--- src/rtl/restoring_divider_8_bits_pkg.sv ---
// Shared types and constants for the 8-bit restoring divider slice.
package div_pkg;

    typedef enum logic [1:0] {
        IDLE = 2'd0,
        RUN  = 2'd1,
        DONE = 2'd2
    } state_t;

    localparam int         WIDTH_C       = 8;
    localparam logic [2:0] ITER_LAST     = 3'd7;
    localparam logic [7:0] QUOT_ZERO_DIV = 8'hFF;

endpackage

--- src/rtl/restoring_divider_8_bits_if.sv ---
// Request/result bundle between a divider client (master) and the divider (slave).
interface restoring_divider_8_bits_if;

    logic       start;
    logic [7:0] dividend;
    logic [7:0] divisor;
    logic       busy;
    logic       done;
    logic [7:0] quotient;
    logic [7:0] remainder;
    logic       div_by_zero;

    modport master (
        output start, dividend, divisor,
        input  busy, done, quotient, remainder, div_by_zero
    );

    modport slave (
        input  start, dividend, divisor,
        output busy, done, quotient, remainder, div_by_zero
    );

endinterface

--- src/rtl/r_c_8_bit_subtractor.sv ---
// 8-bit ripple-borrow subtractor: d = x - y - z, b is the borrow out of bit 7.
module r_c_8_bit_subtractor (
    input  logic [7:0] x,
    input  logic [7:0] y,
    input  logic       z,
    output logic [7:0] d,
    output logic       b
);

    logic [8:0] bw;

    assign bw[0] = z;

    for (genvar i = 0; i < 8; i++) begin : g_stage
        assign d[i]    = x[i] ^ y[i] ^ bw[i];
        assign bw[i+1] = (~x[i] & y[i]) | (~(x[i] ^ y[i]) & bw[i]);
    end

    assign b = bw[8];

endmodule

--- src/rtl/restoring_divider_8_bits.sv ---
// Sequential unsigned 8-bit restoring divider, one quotient bit per clock.
// Optional macro DIV_ZERO_FAST_EN: a zero divisor skips the iteration and flags div_by_zero.
module restoring_divider_8_bits
    import div_pkg::*;
#(
    parameter int WIDTH = WIDTH_C
) (
    input logic                       clk,
    input logic                       rst,
    restoring_divider_8_bits_if.slave bus
);

    if (WIDTH != WIDTH_C) begin : g_width_check
        $error("restoring_divider_8_bits supports only WIDTH=8");
    end

    state_t     state_q, state_d;
    logic [7:0] dreg, qreg, rreg;
    logic [2:0] count;
    logic [7:0] quotient_q, remainder_q;
    logic       accept, last_step;
    logic [8:0] rs;
    logic [7:0] diff, r_next, q_next;
    logic       borrow, ok;
`ifdef DIV_ZERO_FAST_EN
    logic       zero_pend;
    logic       dbz_q;
`endif

    // Trial subtraction; a set rs[8] means the partial remainder already exceeds the divisor.
    assign rs = {rreg, qreg[7]};

    r_c_8_bit_subtractor u_sub (
        .x (rs[7:0]),
        .y (dreg),
        .z (1'b0),
        .d (diff),
        .b (borrow)
    );

    assign ok     = ~borrow | rs[8];
    assign r_next = ok ? diff : rs[7:0];
    assign q_next = {qreg[6:0], ok};

    always_ff @(posedge clk) begin
        if (rst) state_q <= IDLE;
        else     state_q <= state_d;
    end

    always_comb begin
        state_d   = state_q;
        accept    = 1'b0;
        last_step = 1'b0;
        unique case (state_q)
            IDLE, DONE: begin
                state_d = IDLE;
`ifdef DIV_ZERO_FAST_EN
                if (zero_pend) begin
                    state_d = DONE;
                end else
`endif
                if (bus.start) begin
                    accept  = 1'b1;
                    state_d = RUN;
`ifdef DIV_ZERO_FAST_EN
                    if (bus.divisor == 8'd0) state_d = IDLE;
`endif
                end
            end
            RUN: begin
                if (count == ITER_LAST) begin
                    last_step = 1'b1;
                    state_d   = DONE;
                end
            end
            default: state_d = IDLE;
        endcase
    end

    always_ff @(posedge clk) begin
        if (rst) begin
            dreg        <= '0;
            qreg        <= '0;
            rreg        <= '0;
            count       <= '0;
            quotient_q  <= '0;
            remainder_q <= '0;
`ifdef DIV_ZERO_FAST_EN
            zero_pend   <= 1'b0;
            dbz_q       <= 1'b0;
`endif
        end else begin
            if (accept) begin
                dreg  <= bus.divisor;
                qreg  <= bus.dividend;
                rreg  <= '0;
                count <= '0;
`ifdef DIV_ZERO_FAST_EN
                zero_pend <= (bus.divisor == 8'd0);
`endif
            end else if (state_q == RUN) begin
                rreg  <= r_next;
                qreg  <= q_next;
                count <= count + 3'd1;
            end
            if (last_step) begin
                quotient_q  <= q_next;
                remainder_q <= r_next;
`ifdef DIV_ZERO_FAST_EN
                dbz_q       <= 1'b0;
`endif
            end
`ifdef DIV_ZERO_FAST_EN
            // The pending cycle retires a zero-divisor request; qreg still holds the dividend.
            if (zero_pend && state_q == IDLE) begin
                quotient_q  <= QUOT_ZERO_DIV;
                remainder_q <= qreg;
                dbz_q       <= 1'b1;
                zero_pend   <= 1'b0;
            end
`endif
        end
    end

    assign bus.busy      = (state_q == RUN);
    assign bus.done      = (state_q == DONE);
    assign bus.quotient  = quotient_q;
    assign bus.remainder = remainder_q;
`ifdef DIV_ZERO_FAST_EN
    assign bus.div_by_zero = dbz_q;
`else
    assign bus.div_by_zero = 1'b0;
`endif

endmodule
--- src/flat_wrapper.sv ---
// flat-port wrapper written by rule: the top's interface ports become plain ports
module restoring_divider_8_bits_flat import div_pkg::*;
#(
    parameter int WIDTH = WIDTH_C
)
  (clk, rst, bus_start, bus_dividend, bus_divisor, bus_busy, bus_done, bus_quotient, bus_remainder, bus_div_by_zero);
  restoring_divider_8_bits_if bus_i ();
  input logic clk;
  input logic rst;
  input wire logic [$bits(bus_i.start)-1:0] bus_start;
  input wire logic [$bits(bus_i.dividend)-1:0] bus_dividend;
  input wire logic [$bits(bus_i.divisor)-1:0] bus_divisor;
  output wire logic [$bits(bus_i.busy)-1:0] bus_busy;
  output wire logic [$bits(bus_i.done)-1:0] bus_done;
  output wire logic [$bits(bus_i.quotient)-1:0] bus_quotient;
  output wire logic [$bits(bus_i.remainder)-1:0] bus_remainder;
  output wire logic [$bits(bus_i.div_by_zero)-1:0] bus_div_by_zero;
  assign bus_i.start = bus_start;
  assign bus_i.dividend = bus_dividend;
  assign bus_i.divisor = bus_divisor;
  assign bus_busy = bus_i.busy;
  assign bus_done = bus_i.done;
  assign bus_quotient = bus_i.quotient;
  assign bus_remainder = bus_i.remainder;
  assign bus_div_by_zero = bus_i.div_by_zero;
  restoring_divider_8_bits #(.WIDTH(WIDTH)) u_core (.clk(clk), .rst(rst), .bus(bus_i));
endmodule
--- config.mk ---
export PLATFORM = sky130hd
export DESIGN_NAME = restoring_divider_8_bits_flat
export DESIGN_NICKNAME = d
export VERILOG_FILES = /design/src/rtl/restoring_divider_8_bits_pkg.sv /design/src/rtl/restoring_divider_8_bits_if.sv /design/src/rtl/r_c_8_bit_subtractor.sv /design/src/rtl/restoring_divider_8_bits.sv /design/src/flat_wrapper.sv
export SDC_FILE = /design/constraint.sdc
export NUM_CORES = 1
export LEC_CHECK = 0
export CAP_MARGIN = 10
export CORE_MARGIN = 2
export CORE_UTILIZATION = 30
export DETAILED_ROUTE_END_ITERATION = 12
export PLACE_DENSITY = 0.55
export SLEW_MARGIN = 20
export SYNTH_ARGS = -nofsm -noshare
export SYNTH_HDL_FRONTEND = slang
export SYNTH_HIERARCHICAL = 1
export SYNTH_SLANG_ARGS = --single-unit
--- constraint.sdc ---
create_clock -name clk -period 5.7 [get_ports clk]
set_clock_uncertainty 0.15 [all_clocks]
set_input_delay 1.14 -clock clk [delete_from_list [all_inputs] [get_ports clk]]
set_output_delay 1.14 -clock clk [all_outputs]
set_load 0.02 [all_outputs]
==> out/results.tsv, run 1 <==
metric	value	unit
outcome	complete, no violations	
drive_gt1_share	8.98	%
drt_iter0_markers	76	
rows	30	
cp-end-kind	register	
timing.hold.ws	0.305	ns
postCtsSetupRepairBufs	0	
initial_core_util	30.6	%
rsz0062_at_grt	no	
gp_congestion	0.729	
synth_area_leader_cell	dfxtp_1	
dieHeight	86.6	um
synth_seq_cells	45	
slew_viol_final	0	
portBuffers	36	
arrival	4.24	ns
hold_viol_final	0	
clk_latency	0.29	ns
dp_cells	328	
coreArea	0.00668	mm^2
syn_inst	226	
cpMostUsedCell	fa_1	
drt_wl_total	4300	um
power_leakage	0.000901	uW
most-common-layout-cells	dfxtp_1 (45), clkdlybuf4s50_1 (36), nand2_1 (34)	
critPathSlowestCell	fa_1	
finalNetCount	284	
grt_max_degree	36	
cp_max_fo	11	
holdCritPathClass	register to register	
avgRoutedWirePerCell	12.8	um
ioPinCount	38	
peakVddDrop	0.120	mV
period_share	74.8	%
crit_type	register to register	
max_stage_delay	0.40	ns
clk_pin_slew	0.08	ns
pwr_density_cell	266	mW/mm^2
synth_area	0.00204	mm^2
path_cells	inv_1 > fa_1 > inv_1 > fa_1 > fa_1 > fa_1 > fa_1 > fa_1 > fa_1 > inv_1 > fa_1 > inv_1 > nand2b_2 > mux2i_1 > a211oi_1	
ant_nets	0	
grt_pass1_wl	7260	um
setup_viol	0	
viasPerCell	4.58	
track_usage	12.3	%
grt.overflow.total	0	
drc	0	
postCtsHoldBufs	0	
clockRootBuffer	clkbuf_8	
cts_tree	built	
tightest_slew	0.977	ns
die_area	0.00749	mm^2
critPathRequiredTime	5.68	ns
synth_cell_types	28	
synth_area_per_cell	9.05	um^2
tns	0	ns
stdcell_count	336	
vias	1540	
dieWidth	86.6	um
grt_pass1_vias	1491	
seq_area_frac_synth	44.1	%
grt_antenna_before_repair	0	
period_needed	4.26	ns
synthTopCellsByArea	dfxtp_1 (44%), fa_1 (7.8%), a211oi_2 (6.7%)	
startpoint_type	register	
final_common_cell	dfxtp_1	
yosysWarnings	6	
syn_to_final_growth	22.1	%
synth_top_cell_area_share	44.1	%
cts.path.max_buffers	2	
cts-resized-gates	0	
diodes	0	
fmax	0.234	GHz
maxCapViolCount	0	
htree_levels	2	
place_hpwl	2860	um
firstDrtPassIters	4	
cts_sinks	45	
numCtsBuffers	5	
slew_headroom	34.9	%
==> per-stage QoR <==
step	power [uW]	area (um^2)	setup WS [ns]	util, %
after CTS	676	2500	1.38	37.4
after global routing	707	2500	1.21	37.4
after global placement	480	2410	1.50	36.1
after floorplan	454	2050	1.77	-
after detailed placement	484	2410	1.40	36.1
final	664	2500	1.44	37.4
==> registers in the layout, summed over array words and instances, names as in the netlist <==
signal / cells
u_core/bus.quotient: 8
u_core/bus.remainder: 8
u_core/count: 3
u_core/dreg: 8
u_core/qreg: 8
u_core/rreg: 8
u_core/state_q: 2
==> layer usage <==
layer  up-vias  GRT usage (%)  share of wire, %
met5         -              0                 0
met4         0           2.98              0.58
met3         2           3.05               3.1
met2        27           20.2                48
met1       707           16.4                48
li1        804              -                 -
==> power by group <==
| group | total, uW | internal [uW] | switching, uW |
|---|---|---|---|
| combinational | 134 | 56.2 | 77.9 |
| sequential | 340 | 329 | 11.4 |
| clock | 190 | 85.1 | 104 |
| total | 664 | 470 | 194 |
==> area by class of cell <==
cell class,count,area [um^2]
Fill cell,708,4190
Sequential cell,45,901
Clock buffer,6,72.6
Timing Repair Buffer,38,375
Clock inverter,2,10.0
Inverter,19,71.3
Multi-Input combinational cell,146,966
Tap cell,80,100
==> cells by family (layout without fill, tap and decap cells) <==
logic type      count (synthesis)  in the layout  share of synthesized area [%]
simple gates                   84             84                           18.5
fa+ha+maj                      10             10                           9.06
xor+xnor                        1              1                          0.428
compound gates                 42             42                           15.5
buf+inv                        36             65                           8.87
other cells                     1              2                          0.183
mux                             7              7                           3.43
flops                          45             45                           44.1
==> worst max-delay path: cells and delay by family (launching register included) <==
kind / cells / cell delay (ns)
muxes: 1 / 0.37
buffers and inverters: 4 / 0.26
adders and majority gates: 8 / 2.64
DFF: 1 / 0.32
AOI/OAI and AO/OA: 1 / 0.12
and+or+nand+nor: 1 / 0.25
==> cells in the mapped netlist, drive strengths merged <==
cell type  instances
a22oi              1
xnor2              1
ha                 2
nor2b              2
mux2i              7
nand3              1
nor4               1
clkbuf             4
fa                 8
nand3b             1
nand2b             4
inv               19
dfxtp             45
a21oi             18
conb               1
nand2             34
o21a               1
o22ai              7
and3b              2
buf               13
a211oi            15
nor2              22
nor3              17
==> worst paths after layout <==
path                                            start                              endpoint  slack, ns  cells past startpoint
setup / recovery          u_core/dreg[0]$_SDFFE_PP0P_  u_core/bus.remainder[2]$_SDFFE_PP0P_       1.44                     15
hold reg to reg   u_core/bus.quotient[4]$_SDFFE_PP0P_   u_core/bus.quotient[4]$_SDFFE_PP0P_       0.31                      2
hold / removal    u_core/bus.quotient[4]$_SDFFE_PP0P_   u_core/bus.quotient[4]$_SDFFE_PP0P_       0.31                      2
setup reg to reg          u_core/dreg[0]$_SDFFE_PP0P_  u_core/bus.remainder[2]$_SDFFE_PP0P_       1.44                     15
Note: power is estimated with default switching activity, not from simulation.
==> run 2: changes to the inputs <==
Clock period 5.7 ns to 4.1 ns, I/O delays scaled along.
==> run 2 against run 1 <==
Against the previous run: power grew 54%; final cell count increased by 0.60%; sequential cell count stayed put; largest power group unchanged; highest routed layer unchanged.
==> out/results.tsv, run 2 (synthesis gave the netlist of run 1 again) <==
metric	value	unit	change
critPathRequiredTime	4.08	ns	-1.60 ns
rows	30		unchanged
dieHeight	86.6	um	unchanged
finalNetCount	286		+0.70%
ioPinCount	38		unchanged
diodes	0		unchanged
outcome	complete, no violations		
initial_core_util	30.6	%	unchanged
cp-end-kind	register		
cts_sinks	45		unchanged
slew_viol_final	0		unchanged
numCtsBuffers	5		unchanged
drc	0		unchanged
cts_tree	built		
grt.overflow.total	0		unchanged
track_usage	12.3	%	about the same
period_share	94.8	%	+20 points
syn_to_final_growth	28.5	%	
slew_headroom	33.8	%	-1.0 points
peakVddDrop	0.124	mV	+2.9%
portBuffers	36		unchanged
final_common_cell	dfxtp_1		
crit_type	register to register		
drive_gt1_share	15.9	%	+6.9 points
viasPerCell	4.70		+2.6%
gp_congestion	0.719		-1.3%
max_stage_delay	0.35	ns	-0.05 ns
clockRootBuffer	clkbuf_8		
grt_antenna_before_repair	0		unchanged
rsz0062_at_grt	no		
vias	1590		+3.2%
place_hpwl	2910	um	+1.9%
fmax	0.257	GHz	+9.7%
hold_viol_final	0		unchanged
setup_viol	0		unchanged
drt_wl_total	4440	um	+3.2%
die_area	0.00749	mm^2	unchanged
htree_levels	2		unchanged
period_needed	3.89	ns	-0.377 ns
grt_max_degree	35		-2.8%
pwr_density_cell	388	mW/mm^2	+46%
power_leakage	0.000913	uW	+1.2%
pre_cts_ws	-0.104	ns	-1.50 ns
fillers	698		-1.4%
coreArea	0.00668	mm^2	unchanged
avgRoutedWirePerCell	13.1	um	+2.6%
path_cells	inv_1 > fa_1 > inv_1 > fa_2 > fa_2 > fa_2 > fa_2 > fa_2 > fa_2 > inv_1 > fa_1 > inv_1 > nand2b_4 > mux2i_4 > a211oi_2		
cpMostUsedCell	fa_2		
fin_ws	0.212	ns	-1.22 ns
postCtsHoldBufs	0		unchanged
grt_pass1_vias	1512		+1.4%
drt_iter0_markers	56		-26%
cts.path.max_buffers	2		unchanged
clk_pin_slew	0.09	ns	about the same
most-common-layout-cells	dfxtp_1 (44), clkdlybuf4s50_1 (36), nand2_1 (34)		
power	1020	uW	+54%
dieWidth	86.6	um	unchanged
critPathSlowestCell	fa_2		
grt_pass1_wl	7240	um	-0.28%
stdcell_count	338		+0.60%
cp_max_fo	8		-3
startpoint_type	register		
clk_latency	0.29	ns	about the same
ant_nets	0		unchanged
maxCapViolCount	0		unchanged
dp_cells	330		+0.61%
holdCritPathClass	register to register		
tightest_slew	0.993	ns	+0.0157 ns
arrival	3.87	ns	-0.37 ns
postCtsSetupRepairBufs	0		unchanged
firstDrtPassIters	4		unchanged
[run 2: changes by cell type in the layout (fill, tap and decap cells not counted), moves of 2 or more]
cell | previous run | this run
buf_4 | 2 | 4
clkbuf_8 | 5 | 7
fa_1 | 8 | 2
fa_2 | 0 | 6
mux2i_1 | 7 | 0
mux2i_2 | 0 | 2
mux2i_4 | 0 | 5
[run 2: final timing paths]
| check | from | endpoint | slack, ns | cells past startpoint |
|---|---|---|---|---|
| setup / recovery | u_core/dreg[0]$_SDFFE_PP0P_ | u_core/bus.remainder[4]$_SDFFE_PP0P_ | 0.21 | 15 |
| hold / removal | u_core/bus.quotient[4]$_SDFFE_PP0P_ | u_core/bus.quotient[4]$_SDFFE_PP0P_ | 0.31 | 2 |
| setup reg to reg | u_core/dreg[0]$_SDFFE_PP0P_ | u_core/bus.remainder[4]$_SDFFE_PP0P_ | 0.21 | 15 |
| hold reg to reg | u_core/bus.quotient[4]$_SDFFE_PP0P_ | u_core/bus.quotient[4]$_SDFFE_PP0P_ | 0.31 | 2 |
[run 2: worst max-delay path, delay by kind of cell, from the launching register on]
kind | cells | cell delay (ns)
AOI/OAI and AO/OA | 1 | 0.09
adders and majority gates | 8 | 2.36
buffers and inverters | 4 | 0.27
DFF | 1 | 0.32
muxes | 1 | 0.31
and+or+nand+nor | 1 | 0.22
[run 2: timing repair]
item | 4_1_cts | 5_1_grt
gates resized for setup | 15 | 6
endpoints found under the setup margin | 15 | 18
cloned | 0 | 0
[run 2: through the flow]
| stage | area [um^2] | hold slack (ns) | TNS, ns | util, % |
|---|---|---|---|---|
| 6_report | 2630 | 0.307 | 0 | 39.3 |
| 5_1_grt | 2630 | 0.320 | 0 | 39.3 |
| 4_1_cts | 2600 | 0.309 | 0 | 39.0 |
| 3_5_place_dp | 2430 | 0.297 | -0.879 | 36.3 |
| 3_3_place_gp | 2430 | 0.292 | -0.303 | 36.3 |
| 2_1_floorplan | 2050 | 0.286 | 0 | - |
[run 2: power by group]
group	total [uW]	internal, uW	switching (uW)
Clock	300	152	147
Sequential	476	457	18.3
Combinational	244	114	130
Total	1020	724	296
[run 2: area by class of cell]
type	count	area, um^2	area share (%)
multi-input cells	146	1060	40.4
flip-flops and latches	45	902	34.3
repair buffers	40	390	14.9
well taps	80	100	3.81
clock buffers	7	96.3	3.67
inverters	19	71.3	2.72
clock inverters	1	5.00	0.191
[run 2: per-layer routing]
layer  wire length (um)  GRT usage [%]  share of wire [%]
met5                  0              0                  0
met4                 40           3.41               0.90
met3                148           2.67                3.3
met2               2140           20.6                 48
met1               2110           16.1                 47
==> run 3: changes to the inputs <==
Settings changed: SETUP_SLACK_MARGIN from default to 0.1.
Clock period 4.1 ns to 4.29 ns, I/O delays scaled along.
==> run 3 against run 2 <==
Against the previous run: first-iteration DRC count increased by 21%; critical path depth decreased by 1; clock power increased by 26%; cell area is 1.2% higher; register-to-register slack improved by 0.09 ns; count of clock-buffer cells in the layout down 2; utilization up 0.47 points; die area stayed put; routed wire length decreased by 3.2%; hold slack got worse by 0.0023 ns; critical path type unchanged; largest power group unchanged; highest routed layer unchanged.
==> out/results.tsv, run 3 (synthesis gave the netlist of run 1 again) <==
metric	value	unit	change
portBuffers	36		unchanged
multi_input_area	0.00106	mm^2	-0.12%
period_needed	3.99	ns	+0.102 ns
clk_latency	0.29	ns	about the same
peakVddDrop	0.167	mV	+35%
diodes	0		unchanged
drc	0		unchanged
place_hpwl	2830	um	-2.8%
slew_viol_final	0		unchanged
p_seq_share	42.6	%	-4.0 points
clockRootBuffer	clkbuf_8		
cp_max_fo	8		unchanged
hold_viol_final	0		unchanged
dp_cells	330		unchanged
drt_iter0_markers	68		+21%
drive_gt1_share	15.1	%	-0.78 points
dieWidth	86.6	um	unchanged
grt_max_degree	36		+2.9%
most-common-layout-cells	dfxtp_1 (44), clkdlybuf4s50_1 (36), nand2_1 (34)		
viasPerCell	4.67		-0.75%
htree_levels	2		unchanged
grt_antenna_before_repair	0		unchanged
power_leakage	0.000929	uW	+1.8%
startpoint_type	register		
grt_pass1_wl	7130	um	-1.5%
ant_nets	0		unchanged
critPathRequiredTime	4.28	ns	+0.20 ns
finalNetCount	286		unchanged
gp_congestion	0.699		-2.8%
holdCritPathClass	register to register		
avgRoutedWirePerCell	12.7	um	-3.2%
pwr-share-clk	35.4	%	+6.0 points
path_cells	fa_1 > inv_1 > fa_1 > fa_2 > fa_2 > fa_2 > fa_2 > fa_1 > inv_1 > fa_1 > inv_1 > nand2b_4 > mux2i_2 > a211oi_2		
r2r_slack	0.30	ns	+0.09 ns
rows	30		unchanged
arrival	3.98	ns	+0.11 ns
setup_viol	0		unchanged
initial_core_util	30.6	%	unchanged
tightest_slew	0.944	ns	-0.0488 ns
slew_headroom	37.1	%	+3.3 points
power_frac_comb	22.0	%	-2.0 points
cp-end-kind	register		
fillers	687		-1.6%
cts.path.max_buffers	2		unchanged
critPathSlowestCell	dfxtp_2		
period_share	93.0	%	-1.8 points
postCtsSetupRepairBufs	0		unchanged
die_area	0.00749	mm^2	unchanged
rsz0062_at_grt	no		
p_int	780	uW	+7.7%
maxCapViolCount	0		unchanged
regArea	902	um^2	unchanged
firstDrtPassIters	4		unchanged
fin_util	39.8	%	+0.47 points
grt.overflow.total	0		unchanged
pwr_density_cell	402	mW/mm^2	+3.5%
cts_tree	built		
ioPinCount	38		unchanged
netSwitchingFraction	27.0	%	-2.0 points
tns	0	ns	unchanged
fmax	0.251	GHz	-2.6%
cts_sinks	45		unchanged
crit_type	register to register		
track_usage	12.2	%	-0.10 points
grt_pass1_vias	1513		+0.066%
final_common_cell	dfxtp_1		
outcome	complete, no violations		
coreArea	0.00668	mm^2	unchanged
stdcell_count	338		unchanged
switchingPower	288	uW	-2.5%
syn_to_final_growth	30.0	%	
dieHeight	86.6	um	unchanged
numCtsBuffers	5		unchanged
max_stage_delay	0.38	ns	+0.03 ns
vias	1578		-0.75%
clk_pin_slew	0.09	ns	about the same
drt_wl_total	4290	um	-3.2%
[run 3: metal layers]
metal	up-vias	part of all wire, %	routed length, um	track usage, %
met5	-	0	0	0
met4	0	1.9	80	5.11
met3	7	3.3	142	3.05
met2	29	45	1930	19.0
met1	736	50	2140	16.2
li1	806	-	-	-
[run 3: critical path, delay by kind of cell (launching register included)]
kind,cells,cell delay (ns)
and+or+nand+nor,1,0.23
buffers and inverters,3,0.20
AOI/OAI and AO/OA,1,0.10
muxes,1,0.32
DFF,1,0.38
adders and majority gates,8,2.47
[run 3: stage by stage]
step / total power (uW) / worst slack [ns] / hold slack, ns / instance area (um^2)
after floorplan: 603 / 0.359 / 0.286 / 2050
after global placement: 643 / 0.139 / 0.293 / 2430
after detailed placement: 646 / 0.117 / 0.296 / 2430
after CTS: 1030 / 0.0822 / 0.309 / 2560
after global routing: 1120 / 0.133 / 0.317 / 2660
final: 1070 / 0.300 / 0.304 / 2660
[run 3: cell type report]
| class | count | share of cell area, % |
|---|---|---|
| Sequential cell | 45 | 33.9 |
| Clock buffer | 5 | 2.59 |
| Clock inverter | 3 | 2.45 |
| Multi-Input combinational cell | 146 | 39.9 |
| Inverter | 19 | 2.68 |
| Timing Repair Buffer | 40 | 14.7 |
| Tap cell | 80 | 3.77 |
[run 3: timing repair]
action / in CTS / in global routing
setup endpoints to repair: 5 / 18
hold buffers: 0 / 0
gates resized for setup: 0 / 20
[run 3: power groups by stage]
stage	registers (uW)	logic, uW	clock network [uW]
2_1_floorplan	458	144	0
3_3_place_gp	461	182	0
3_5_place_dp	462	185	0
4_1_cts	452	185	389
5_1_grt	458	261	403
6_report	455	235	378
[run 3: final timing paths]
| kind | depth (start not counted) | to | from |
|---|---|---|---|
| worst max-delay path | 14 | u_core/bus.remainder[6]$_SDFFE_PP0P_ | u_core/qreg[7]$_SDFFE_PP0P_ |
| worst max register to register | 14 | u_core/bus.remainder[6]$_SDFFE_PP0P_ | u_core/qreg[7]$_SDFFE_PP0P_ |
| worst min register to register | 2 | u_core/bus.quotient[5]$_SDFFE_PP0P_ | u_core/bus.quotient[5]$_SDFFE_PP0P_ |
| worst min-delay path | 2 | u_core/bus.quotient[5]$_SDFFE_PP0P_ | u_core/bus.quotient[5]$_SDFFE_PP0P_ |
